$ cat src/rtl/pipe_hazard_ctrl_pkg.sv
// Shared types for the pipeline hazard controller.
//   haz_state_e  : memory-wait FSM encoding (RUN=0, MEM_WAIT=1, ERR=2)
//   pipe_ctrl_t  : bundle of per-stage enable/flush controls
//   run_ctrl()   : controls for a cycle with no outstanding memory stall
package pipe_hazard_ctrl_pkg;

    typedef enum logic [1:0] {
        RUN      = 2'd0,
        MEM_WAIT = 2'd1,
        ERR      = 2'd2
    } haz_state_e;

    typedef struct packed {
        logic pc_en;
        logic ifid_en;
        logic ifid_flush;
        logic idex_en;
        logic idex_flush;
        logic exmem_en;
        logic exmem_flush;
        logic memwb_en;
    } pipe_ctrl_t;

    // Reset: hold every register and push bubbles into the first three.
    localparam pipe_ctrl_t CTRL_RESET = '{
        pc_en: 1'b0, ifid_en: 1'b0, ifid_flush: 1'b1, idex_en: 1'b0,
        idex_flush: 1'b1, exmem_en: 1'b0, exmem_flush: 1'b1, memwb_en: 1'b0
    };

    localparam pipe_ctrl_t CTRL_FLOW = '{
        pc_en: 1'b1, ifid_en: 1'b1, ifid_flush: 1'b0, idex_en: 1'b1,
        idex_flush: 1'b0, exmem_en: 1'b1, exmem_flush: 1'b0, memwb_en: 1'b1
    };

    // Branch outranks load-use: the load-using instruction in IF/ID is
    // squashed by the branch anyway, so the PC must take the target.
    function automatic pipe_ctrl_t run_ctrl(input logic branch_taken,
                                            input logic load_use);
        pipe_ctrl_t c;
        c = CTRL_FLOW;
        if (branch_taken) begin
            c.ifid_flush = 1'b1;
            c.idex_flush = 1'b1;
        end else if (load_use) begin
            c.pc_en      = 1'b0;
            c.ifid_en    = 1'b0;
            c.idex_flush = 1'b1;
        end
        return c;
    endfunction

endpackage

$ cat src/rtl/pipe_hazard_ctrl_perf_counter.sv
// haz_perf_counter: saturating event counter.
//   clk   : core clock
//   reset : synchronous, active-high, clears count
//   inc   : count one event this cycle
//   count : current value, sticks at all-ones
module haz_perf_counter #(
    parameter int unsigned W = 32
) (
    input  logic         clk,
    input  logic         reset,
    input  logic         inc,
    output logic [W-1:0] count
);

    always_ff @(posedge clk) begin
        if (reset) begin
            count <= '0;
        end else if (inc && (count != '1)) begin
            count <= count + W'(1);
        end
    end

endmodule

$ cat src/rtl/pipe_hazard_ctrl.sv
// pipe_hazard_ctrl: enable/flush sequencer for the IF/ID, ID/EX, EX/MEM and
// MEM/WB buffer registers. Handles load-use stalls, EX-resolved branch
// flushes and a data-memory req/ack handshake with a timeout FSM.
//   Inputs : clk, reset (sync, active-high), id_rs1/id_rs2 (IF/ID sources),
//            ex_rd/ex_memread (ID/EX load), ex_branch_taken, mem_req, mem_ack
//   Outputs: pc_en, ifid_en/flush, idex_en/flush, exmem_en/flush, memwb_en
//            (combinational), mem_err (sticky), ctrl_state (RUN/MEM_WAIT/ERR)
// Optional: define HAZ_PERF_CNT_EN to add stall_cnt/flush_cnt outputs.
module pipe_hazard_ctrl
    import pipe_hazard_ctrl_pkg::*;
#(
    parameter int unsigned MEM_TIMEOUT = 16,
    parameter int unsigned CNT_W       = 32
) (
    input  logic       clk,
    input  logic       reset,
    input  logic [4:0] id_rs1,
    input  logic [4:0] id_rs2,
    input  logic [4:0] ex_rd,
    input  logic       ex_memread,
    input  logic       ex_branch_taken,
    input  logic       mem_req,
    input  logic       mem_ack,
    output logic       pc_en,
    output logic       ifid_en,
    output logic       ifid_flush,
    output logic       idex_en,
    output logic       idex_flush,
    output logic       exmem_en,
    output logic       exmem_flush,
    output logic       memwb_en,
    output logic       mem_err,
    output logic [1:0] ctrl_state
`ifdef HAZ_PERF_CNT_EN
    ,
    output logic [CNT_W-1:0] stall_cnt,
    output logic [CNT_W-1:0] flush_cnt
`endif
);

    localparam int unsigned TW = (MEM_TIMEOUT > 2) ? $clog2(MEM_TIMEOUT) : 1;
    localparam logic [TW-1:0] T_LAST = TW'(MEM_TIMEOUT - 1);

    haz_state_e  state;
    logic [TW-1:0] tcnt;
    pipe_ctrl_t  ctrl;
    logic        load_use;

    assign load_use = ex_memread && (ex_rd != '0) &&
                      ((ex_rd == id_rs1) || (ex_rd == id_rs2));

    // The ack cycle of a wait is treated exactly like an unstalled RUN
    // cycle, so a branch or load-use held in the frozen pipe is acted on.
    always_comb begin
        ctrl = '0;
        if (reset) begin
            ctrl = CTRL_RESET;
        end else begin
            unique case (state)
                RUN: begin
                    if (!(mem_req && !mem_ack))
                        ctrl = run_ctrl(ex_branch_taken, load_use);
                end
                MEM_WAIT: begin
                    if (mem_ack)
                        ctrl = run_ctrl(ex_branch_taken, load_use);
                end
                default: ctrl = '0;
            endcase
        end
    end

    always_ff @(posedge clk) begin
        if (reset) begin
            state   <= RUN;
            tcnt    <= '0;
            mem_err <= 1'b0;
        end else begin
            unique case (state)
                RUN: begin
                    if (mem_req && !mem_ack) begin
                        state <= MEM_WAIT;
                        tcnt  <= TW'(1);
                    end
                end
                MEM_WAIT: begin
                    if (mem_ack) begin
                        state <= RUN;
                        tcnt  <= '0;
                    end else if (tcnt == T_LAST) begin
                        state   <= ERR;
                        mem_err <= 1'b1;
                    end else begin
                        tcnt <= tcnt + TW'(1);
                    end
                end
                ERR: begin
                    mem_err <= 1'b1;
                end
                default: begin
                    state <= RUN;
                    tcnt  <= '0;
                end
            endcase
        end
    end

    assign pc_en       = ctrl.pc_en;
    assign ifid_en     = ctrl.ifid_en;
    assign ifid_flush  = ctrl.ifid_flush;
    assign idex_en     = ctrl.idex_en;
    assign idex_flush  = ctrl.idex_flush;
    assign exmem_en    = ctrl.exmem_en;
    assign exmem_flush = ctrl.exmem_flush;
    assign memwb_en    = ctrl.memwb_en;
    assign ctrl_state  = state;

`ifdef HAZ_PERF_CNT_EN
    logic stall_inc;
    logic flush_inc;

    assign stall_inc = !reset && ((state == RUN) || (state == MEM_WAIT)) && !ctrl.pc_en;
    // ifid_flush outside reset only ever comes from a taken branch.
    assign flush_inc = !reset && ctrl.ifid_flush;

    haz_perf_counter #(.W(CNT_W)) u_stall_cnt (
        .clk   (clk),
        .reset (reset),
        .inc   (stall_inc),
        .count (stall_cnt)
    );

    haz_perf_counter #(.W(CNT_W)) u_flush_cnt (
        .clk   (clk),
        .reset (reset),
        .inc   (flush_inc),
        .count (flush_cnt)
    );
`endif

endmodule

$ cat config.mk
export PLATFORM = sky130hd
export DESIGN_NAME = pipe_hazard_ctrl
export DESIGN_NICKNAME = d
export VERILOG_FILES = /design/src/rtl/pipe_hazard_ctrl_pkg.sv /design/src/rtl/pipe_hazard_ctrl_perf_counter.sv /design/src/rtl/pipe_hazard_ctrl.sv
export SDC_FILE = /design/constraint.sdc
export NUM_CORES = 1
export LEC_CHECK = 0
export CORE_MARGIN = 5
export CORE_UTILIZATION = 36
export DETAILED_ROUTE_END_ITERATION = 16
export GPL_TIMING_DRIVEN = 0
export PLACE_DENSITY = 0.77
export SLEW_MARGIN = 40
export SYNTH_ARGS = -nofsm -noshare
export SYNTH_HDL_FRONTEND = slang
export SYNTH_HIERARCHICAL = 1
export SYNTH_SLANG_ARGS = --single-unit
$ cat constraint.sdc
create_clock -name clk -period 1.7 [get_ports clk]
set_clock_uncertainty 0.1 [all_clocks]
set_input_delay 0.255 -clock clk [delete_from_list [all_inputs] [get_ports clk]]
set_output_delay 0.255 -clock clk [all_outputs]
set_load 0.005 [all_outputs]
==> out/qor.txt, run 1 <==
Leakage = 0.000447 uW
vias in the first global route = 641
pin count of the biggest net entering global routing = 9
worst path required time = 1.34 ns
Initial Util = 0.371
hold_buf cts = 0
fin crit share = 1.03
Yosys top cell area share = 0.257
post-synth top area cell = dfxtp_1
Yosys cell types = 28
clock-pin slew on the worst setup and hold paths = 0.05 ns
ant diodes = 0
synthesis-to-layout area growth = 89.7%
final count of hold timing violations = 0
CP max FO = 3
fin. max-slew vios = 0
Seq/Total Area, Yosys = 0.257
global-route wire length before repair = 2490 um
Core Area = 1470 sq um
VDD IR-drop max = 0.247 mV
worst slew margin relative to its limit = 0.720
GR Overflow Total = 0
nets@finish = 138
most common cell after layout, fill and taps aside = buf_4
initial antenna violation count = 0
TritonCTS clock tree = built
final setup vio count = 2
Final min period = 1.75 ns
Hold WC Path Type = input pin to register
GRT Overall Usage = 0.130
gp weighted congestion = 0.772
synth top area cells = dfxtp_1, xor2_1, nor2_1
row count = 14
CP Launch Type = input pin
Die ar. = 2390 sq um
Worst-Skew Late Latency = 0.25 ns
PortBufs = 30
mapped cell area = 546 sq um
CTS Buffer Depth = 2
CTS root buf = clkbuf_4
Routed WL per cell = 12.3 um
Iteration-0 DRC Markers = 7
most frequent cells in the layout = buf_4, xor2_1, buf_2
top-level port count = 32
crit end category = primary output
total clock sinks = 7
die width = 48.9 um
Synth Area per Inst = 7.91 sq um
Post-Syn Instances = 69
DR vias/cell = 5.01
Antenna Nets Post-Route = 0
# DRC = 0
CP arrival = 1.39 ns
post-detail-place hpwl = 1210 um
unrepaired setup endpoints after global routing = yes
#FFs+latches synth = 7
Via Count = 656
PnR worst setup slack = -0.0495 ns
H-tree levels = 1
share of cells above drive strength 1 = 0.496
iteration count of the initial detailed-routing pass = 2
Synthesis Warnings = 6
total of max-cap violations = 0
final wirelength = 1610 um
final non-filler cell total = 131
Tightest Pin Transition = 0.420 ns
Area after DPL = 866 sq um
Inserted Clock Buffers = 3
chip height = 48.9 um
setup TNS = -0.0555 ns
Final Util = 0.703
placed instance count = 115
Net Count, Synth = 91
WS Path Type = input pin to primary output
pwr dens = 481 nW/um^2
status = finished, violations left
violated checks = setup timing
final instance area = 1030 sq um
fmax = 0.572 GHz
==> area by class of cell <==
| type | instances | area (sq um) |
|---|---|---|
| multi-input cells | 52 | 442 |
| fillers | 132 | 437 |
| repair buffers | 42 | 347 |
| flip-flops and latches | 7 | 148 |
| plain buffers | 5 | 33.8 |
| clock buffers | 4 | 26.3 |
| well taps | 16 | 20.0 |
| inverters | 5 | 18.8 |
==> synth_stat cells <==
| library cell | number |
|---|---|
| a211o_1 | 1 |
| a21oi_1 | 6 |
| a22oi_1 | 1 |
| and2_2 | 1 |
| buf_4 | 4 |
| clkbuf_1 | 1 |
| dfxtp_1 | 7 |
| ha_1 | 1 |
| inv_1 | 5 |
| mux2i_1 | 1 |
| nand2_1 | 1 |
| nand3_1 | 2 |
| nor2_1 | 9 |
| nor3_1 | 2 |
| nor3b_2 | 1 |
| nor4_1 | 1 |
| o21ai_0 | 4 |
| o21ba_2 | 1 |
| o21bai_1 | 1 |
| o22ai_2 | 1 |
| o31a_1 | 1 |
| o31ai_1 | 1 |
| or2_2 | 1 |
| or3_2 | 2 |
| or3b_1 | 1 |
| or3b_2 | 1 |
| or4_1 | 1 |
| xor2_1 | 10 |
==> metrics by stage <==
step | setup slack [ns] | total power, uW | hold slack, ns
final | -0.0495 | 498 | 0.278
after global routing | -0.124 | 533 | 0.289
after CTS | -0.0572 | 487 | 0.262
after detailed placement | -0.931 | 325 | 0.347
after global placement | -0.924 | 322 | 0.340
after floorplan | 0.107 | 236 | 0.328
==> logic make-up after synthesis <==
group | Yosys count | synth area share
xor gates and xnor gates | 10 | 0.161
adders and majority gates | 1 | 0.0229
muxes | 1 | 0.0183
AOI/OAI and AO/OA | 17 | 0.206
buffers and inverters | 10 | 0.0963
DFF | 7 | 0.257
and+or+nand+nor | 23 | 0.239
==> timing repair <==
item                       CTS  global route
setup endpoints to repair    9             9
resized for setup           84            14
pin swaps                   21             8
buffers inserted            11             2
gates cloned                 0             0
==> worst paths after layout <==
| kind | startpoint | end | slack, ns | depth (start not counted) |
|---|---|---|---|---|
| worst min-delay path | reset | tcnt[1] | 0.28 | 2 |
| worst min register to register | mem_err | mem_err | 0.35 | 2 |
| worst max register to register | ctrl_state[0] | tcnt[1] | 0 | 6 |
| worst max-delay path | ex_rd[2] | pc_en | -0.05 | 6 |
==> metal layers <==
layer	up-vias	GRT usage	routed length (um)
met5	-	0	0
met4	0	0.0538	8
met3	2	0.0367	106
met2	18	0.261	975
met1	310	0.115	520
li1	326	-	-
==> worst max-delay path, cell delays in order <==
cell and delay (ns):
buf_8 0.10, or4_4 0.52, o21ai_2 0.16, o31a_1 0.17, buf_4 0.11, buf_6 0.08
==> flip-flops by register name (all words and copies together) (netlist names) <==
name        count
ctrl_state      2
tcnt            4
mem_err         1
==> power breakdown <==
| group | total, uW | internal [uW] | switching (uW) |
|---|---|---|---|
| sequential | 169 | 165 | 3.43 |
| clock | 151 | 89.6 | 61.3 |
| combinational | 178 | 107 | 71.6 |
(Power assumes the default switching activity.)
==> inputs of run 2 (changes only) <==
- CTS_CLUSTER_SIZE: not set -> 40
- TNS_END_PERCENT: not set -> 20
==> run 2 against run 1 <==
The run still ends with setup timing left; clock-buffer cell count stayed put; register-to-register slack better by 0.02 ns; critical endpoint unchanged; global-route usage is 0.26 points higher; first-iteration DRC count is 130% higher; clock power is 7% higher; die area stayed put; sequential cell count stayed put; critical path depth is 1 higher; maximum frequency is 2.5% lower; hold slack better by 0.014 ns; combinational power is 4% lower.
==> out/qor.txt, run 2 (synthesis results as in run 1) <==
most common cell after layout, fill and taps aside = buf_4 (unchanged)
Routed WL per cell = 13.5 um (was 12.3 um)
final wirelength = 1720 um (was 1610 um)
iteration count of the initial detailed-routing pass = 5 (was 2)
total clock sinks = 7 (unchanged)
nets@finish = 135 (was 138)
die width = 48.9 um (unchanged)
GRT Overall Usage = 0.132 (was 0.130)
total chip power = 499 uW (was 498 uW)
fmax = 0.558 GHz (was 0.572 GHz)
worst path required time = 1.34 ns (about the same)
hold_buf cts = 0 (unchanged)
CTS Buffer Depth = 2 (unchanged)
Iteration-0 DRC Markers = 16 (was 7)
Worst Reg-to-Reg Cells = 5 (was 6)
Leakage = 0.000426 uW (was 0.000447 uW)
PnR worst setup slack = -0.0935 ns (was -0.0495 ns)
worst slew margin relative to its limit = 0.700 (was 0.720)
GR Overflow Total = 0 (unchanged)
global-route wire length before repair = 2510 um (was 2490 um)
Final min period = 1.79 ns (was 1.75 ns)
Via Count = 648 (was 656)
vias in the first global route = 638 (was 641)
Core Area = 1470 sq um (unchanged)
Top reg by flops = tcnt (unchanged)
VDD IR-drop max = 0.251 mV (was 0.247 mV)
status = finished, violations left (unchanged)
gp weighted congestion = 0.772 (unchanged)
Initial Util = 0.371 (unchanged)
PortBufs = 30 (unchanged)
Hold WC Path Type = input pin to register (unchanged)
post-detail-place hpwl = 1210 um (unchanged)
fin. max-slew vios = 0 (unchanged)
Die ar. = 2390 sq um (unchanged)
WHS Path Cells = 2 (unchanged)
TritonCTS clock tree = built (unchanged)
# DRC = 0 (unchanged)
CTS root buf = clkbuf_4 (unchanged)
CP max FO = 2 (was 3)
H-tree levels = 1 (unchanged)
share of cells above drive strength 1 = 0.429 (was 0.496)
pwr dens = 503 nW/um^2 (was 481 nW/um^2)
Antenna Nets Post-Route = 0 (unchanged)
final count of hold timing violations = 0 (unchanged)
Tightest Pin Transition = 0.450 ns (was 0.420 ns)
top-level port count = 32 (unchanged)
chip height = 48.9 um (unchanged)
pin count of the biggest net entering global routing = 9 (unchanged)
WS Path Type = input pin to primary output (unchanged)
fin crit share = 1.05 (was 1.03)
CP Launch Type = input pin (unchanged)
total of max-cap violations = 0 (unchanged)
most frequent cells in the layout = buf_4, xor2_1, dlygate4sd2_1 (was buf_4, xor2_1, buf_2)
initial antenna violation count = 0 (unchanged)
final setup vio count = 2 (unchanged)
DR vias/cell = 5.06 (was 5.01)
Largest register FFs = 4 (unchanged)
Inserted Clock Buffers = 3 (unchanged)
ant diodes = 0 (unchanged)
violated checks = setup timing (unchanged)
synthesis-to-layout area growth = 82.1% (was 89.7%)
Final Util = 0.675 (was 0.703)
CP arrival = 1.44 ns (was 1.39 ns)
clock-pin slew on the worst setup and hold paths = 0.05 ns (about the same)
row count = 14 (unchanged)
Worst-Skew Late Latency = 0.26 ns (was 0.25 ns)
crit end category = primary output (unchanged)
unrepaired setup endpoints after global routing = yes (unchanged)
==> run 2: routing by layer <==
| layer | part of all wire | vias to the layer above | GRT usage |
|---|---|---|---|
| li1 | - | 324 | - |
| met1 | 0.33 | 294 | 0.116 |
| met2 | 0.58 | 26 | 0.272 |
| met3 | 0.069 | 4 | 0.0336 |
| met4 | 0.017 | 0 | 0.0538 |
| met5 | 0 | - | 0 |
==> run 2: power breakdown <==
group,switching (uW),leakage (uW),total (uW),internal (uW)
clock network,70.5,0.0000150,161,90.2
logic,72.5,0.000353,170,97.7
registers,3.52,0.0000583,169,165
total,146,0.000426,499,353
==> run 2: timing repair <==
action,4_1_cts,5_1_grt
pin swaps,15,14
gates resized for setup,60,24
setup endpoints to repair,9,10
setup buffers,7,3
==> run 2: worst max-delay path: stages <==
cell and delay, ns:
clkdlybuf4s15_1 0.19, xor2_1 0.16, nor3_2 0.21, a22oi_2 0.09, o31a_1 0.30, buf_4 0.14, buf_6 0.10
==> run 2: through the flow <==
step | setup TNS [ns] | worst slack [ns] | instance area [sq um] | instances | hold slack [ns]
2_1_floorplan | 0 | 0.107 | 546 | 69 | 0.328
3_3_place_gp | -4.97 | -0.924 | 866 | 115 | 0.340
3_5_place_dp | -5.18 | -0.931 | 866 | 115 | 0.347
4_1_cts | -0.376 | -0.120 | 936 | 126 | 0.262
5_1_grt | -0.495 | -0.135 | 993 | 128 | 0.304
6_report | -0.144 | -0.0935 | 993 | 128 | 0.292
==> run 2: cell type report <==
type / instances / area [sq um]
inverter: 5 / 18.8
multi-input combinational: 52 / 423
tap: 16 / 20.0
fill: 137 / 478
sequential: 7 / 148
buffer: 5 / 33.8
clock buffer: 4 / 26.3
timing repair buffer: 39 / 324
==> run 2: final timing paths <==
check / start / endpoint / slack, ns
max: id_rs1[2] / pc_en / -0.09
min: reset / tcnt[1] / 0.29
max reg2reg: ctrl_state[1] / tcnt[1] / 0.02
min reg2reg: mem_err / mem_err / 0.35
==> inputs of run 3 (changes only) <==
- ABC_AREA: not set -> 1
- CORE_UTILIZATION: 36 -> 39
- PLACE_DENSITY: 0.77 -> 0.78
==> run 3 against run 2 <==
The flow still finishes with violations (setup timing); cell area increased by 9.3%; critical path depth rose by 3; via count up 22%; largest cell class unchanged.
==> out/qor.txt, run 3 <==
# DRC = 0 (unchanged)
Synth Area per Inst = 5.60 sq um (was 7.91 sq um)
violated checks = setup timing (unchanged)
TritonCTS clock tree = built (unchanged)
mapped cell area = 656 sq um (was 546 sq um)
H-tree levels = 1 (unchanged)
Post-Syn Instances = 117 (was 69)
most common cell in the netlist = nand2_1 (was xor2_1)
top-level port count = 32 (unchanged)
synthesis-to-layout area growth = 65.6% (was 82.1%)
fmax = 0.546 GHz (was 0.558 GHz)
Iteration-0 DRC Markers = 18 (was 16)
worst path required time = 1.34 ns (about the same)
most instantiated cells after synthesis = nand2_1, inv_1, nor2_1 (was xor2_1, nor2_1, dfxtp_1)
iteration count of the initial detailed-routing pass = 4 (was 5)
async set or reset register ratio after synthesis = 0 (unchanged)
die width = 51 um (was 48.9 um)
clock-pin slew on the worst setup and hold paths = 0.05 ns (about the same)
CTS root buf = clkbuf_4 (unchanged)
final instance area = 1090 sq um (was 993 sq um)
crit end category = primary output (unchanged)
Seq/Total Area, Yosys = 0.214 (was 0.257)
status = finished, violations left (unchanged)
synth top area cells = dfxtp_1, nand2_1, inv_1 (was dfxtp_1, xor2_1, nor2_1)
CP Launch Type = register (was input pin)
placed instance count = 164 (was 115)
Main synth FF type = dfxtp_1 (unchanged)
Core Area = 1560 sq um (was 1470 sq um)
initial antenna violation count = 0 (unchanged)
chip height = 51 um (was 48.9 um)
Switch Pwr = 157 uW (was 146 uW)
final wirelength = 1760 um (was 1720 um)
Leakage = 0.000582 uW (was 0.000426 uW)
Initial Util = 0.421 (was 0.371)
CP peak stage delay = 0.37 ns (was 0.30 ns)
unrepaired setup endpoints after global routing = yes (unchanged)
P_int = 368 uW (was 353 uW)
most used cell, CP = inv_2
PnR worst setup slack = -0.133 ns (was -0.0935 ns)
Synthesis Warnings = 6 (unchanged)
post-synth top area cell = dfxtp_1 (unchanged)
worst slew margin relative to its limit = 0.747 (was 0.700)
Final min period = 1.83 ns (was 1.79 ns)
total of max-cap violations = 0 (unchanged)
post-detail-place hpwl = 1410 um (was 1210 um)
pin count of the biggest net entering global routing = 9 (unchanged)
Antenna Nets Post-Route = 0 (unchanged)
VDD IR-drop max = 0.388 mV (was 0.251 mV)
total clock sinks = 7 (unchanged)
global-route wire length before repair = 2920 um (was 2510 um)
Via Count = 792 (was 648)
Hold WC Path Type = register to register (was input pin to register)
GRT Overall Usage = 0.146 (was 0.132)
GR Overflow Total = 0 (unchanged)
crit path cell chain = inv_4 -> nor2_4 -> inv_2 -> o21ai_4 -> inv_2 -> nor2_4 -> nand2_2 -> inv_2 -> buf_6 -> buf_6 (was clkdlybuf4s15_1 -> xor2_1 -> nor3_2 -> a22oi_2 -> o31a_1 -> buf_4 -> buf_6)
fin. max-slew vios = 0 (unchanged)
most frequent cells in the layout = nand2_1, inv_1, dlygate4sd2_1 (was buf_4, xor2_1, dlygate4sd2_1)
Gate power share = 0.383 (was 0.341)
DR vias/cell = 4.53 (was 5.06)
ant diodes = 0 (unchanged)
Tightest Pin Transition = 0.379 ns (was 0.450 ns)
Fill cells = 140 (was 137)
row count = 14 (unchanged)
pwr dens = 484 nW/um^2 (was 503 nW/um^2)
final setup vio count = 8 (was 2)
CTS Buffer Depth = 2 (unchanged)
worst slack, placed = -0.691 ns (was -0.931 ns)
Net Sw Frac = 0.299 (was 0.293)
final non-filler cell total = 175 (was 128)
Largest register FFs = 4 (unchanged)
share of cells above drive strength 1 = 0.245 (was 0.429)
CP Buf/Inv Count = 6 (was 3)
Sequential Area = 145 sq um (was 148 sq um)
Fin Hold WS = 0.351 ns (was 0.292 ns)
CP arrival = 1.48 ns (was 1.44 ns)
PortBufs = 31 (was 30)
Yosys cell types = 19 (was 28)
Area after DPL = 986 sq um (was 866 sq um)
#FFs+latches synth = 7 (unchanged)
gp weighted congestion = 0.834 (was 0.772)
Reg power frac = 0.328 (was 0.337)
Yosys top cell area share = 0.214 (was 0.257)
vias in the first global route = 714 (was 638)
nets@finish = 182 (was 135)
number of synthesized flops with an enable pin = 0 (unchanged)
Slowest cell on crit path = dfxtp_4 (was o31a_1)
Top reg by flops = tcnt (unchanged)
WS Path Type = register to primary output (was input pin to primary output)
Die ar. = 2600 sq um (was 2390 sq um)
Net Count, Synth = 139 (was 91)
most common cell after layout, fill and taps aside = nand2_1 (was buf_4)
Inserted Clock Buffers = 3 (unchanged)
Routed WL per cell = 10.1 um (was 13.5 um)
CP max FO = 4 (was 2)
delay-heaviest family, CP = buffers and inverters (unchanged)
final count of hold timing violations = 0 (unchanged)
clock power share = 0.290 (was 0.322)
Worst-Skew Late Latency = 0.26 ns (about the same)
area of the multi-input gates = 399 sq um (was 423 sq um)
fin crit share = 1.08 (was 1.05)
run 3: changes by cell type after synthesis, moves of 2 or more:
cell     previous run  this run
nand3_1             2         9
nand2_1             1        34
xor2_1             10         0
xnor2_1             0         2
nor3_1              2         0
inv_2               0         3
inv_1               5        25
o21ai_2             0         2
or3_2               2         0
nor2_1              9        14
run 3: final cells by class:
| cell class | count | share of cell area |
|---|---|---|
| multi-input combinational | 77 | 0.368 |
| tap | 16 | 0.0184 |
| inverter | 29 | 0.104 |
| sequential | 7 | 0.134 |
| buffer | 4 | 0.0380 |
| timing repair buffer | 38 | 0.315 |
| clock buffer | 4 | 0.0242 |
run 3: power by group through the flow:
stage	combinational, uW	clock, uW	sequential [uW]
after CTS	186	159	172
after floorplan	83.9	0	175
after detailed placement	183	0	175
final	201	152	172
after global routing	221	175	172
after global placement	179	0	175
run 3: metrics by stage:
step	utilization	TNS (ns)	power, uW
6_report	0.697	-0.591	525
4_1_cts	0.677	-1.12	517
2_1_floorplan	-	0	259
3_3_place_gp	0.632	-3.88	354
3_5_place_dp	0.632	-4.11	358
5_1_grt	0.697	-1.42	568
run 3: worst register-to-register path: cells and delay by family (launching register included):
kind,cells,cell delay [ns]
flops,1,0.38
simple gates,5,0.36
compound gates,1,0.23
fa+ha+maj,1,0.21
buf+inv,1,0.08
run 3: worst paths after layout:
path,from,endpoint,slack (ns),cells past startpoint
worst min register to register,mem_err,mem_err,0.35,2
worst max-delay path,ctrl_state[0],pc_en,-0.13,10
worst max register to register,tcnt[0],tcnt[3],0.22,8
worst min-delay path,mem_err,mem_err,0.35,2
run 3: metal layers:
layer | routed length [um] | GRT usage | share of wire | vias to the layer above
met2 | 887 | 0.240 | 0.50 | 22
met4 | 42 | 0.0538 | 0.024 | 0
met3 | 105 | 0.0581 | 0.060 | 4
met1 | 725 | 0.172 | 0.41 | 334
li1 | - | - | - | 432
met5 | 0 | 0 | 0 | -
run 3: kinds of logic (layout without fill, tap and decap cells):
| logic type | after synthesis | count (layout) | synth area share |
|---|---|---|---|
| simple gates | 61 | 61 | 0.397 |
| compound gates | 13 | 13 | 0.130 |
| buf+inv | 33 | 75 | 0.214 |
| xor+xnor | 2 | 2 | 0.0267 |
| flops | 7 | 7 | 0.214 |
| fa+ha+maj | 1 | 1 | 0.0191 |
run 3: what timing repair did:
action,CTS,global route
pin swaps,9,4
buffers inserted,6,2
hold buffers,0,0
resized for setup,37,23
setup endpoints to repair,8,8
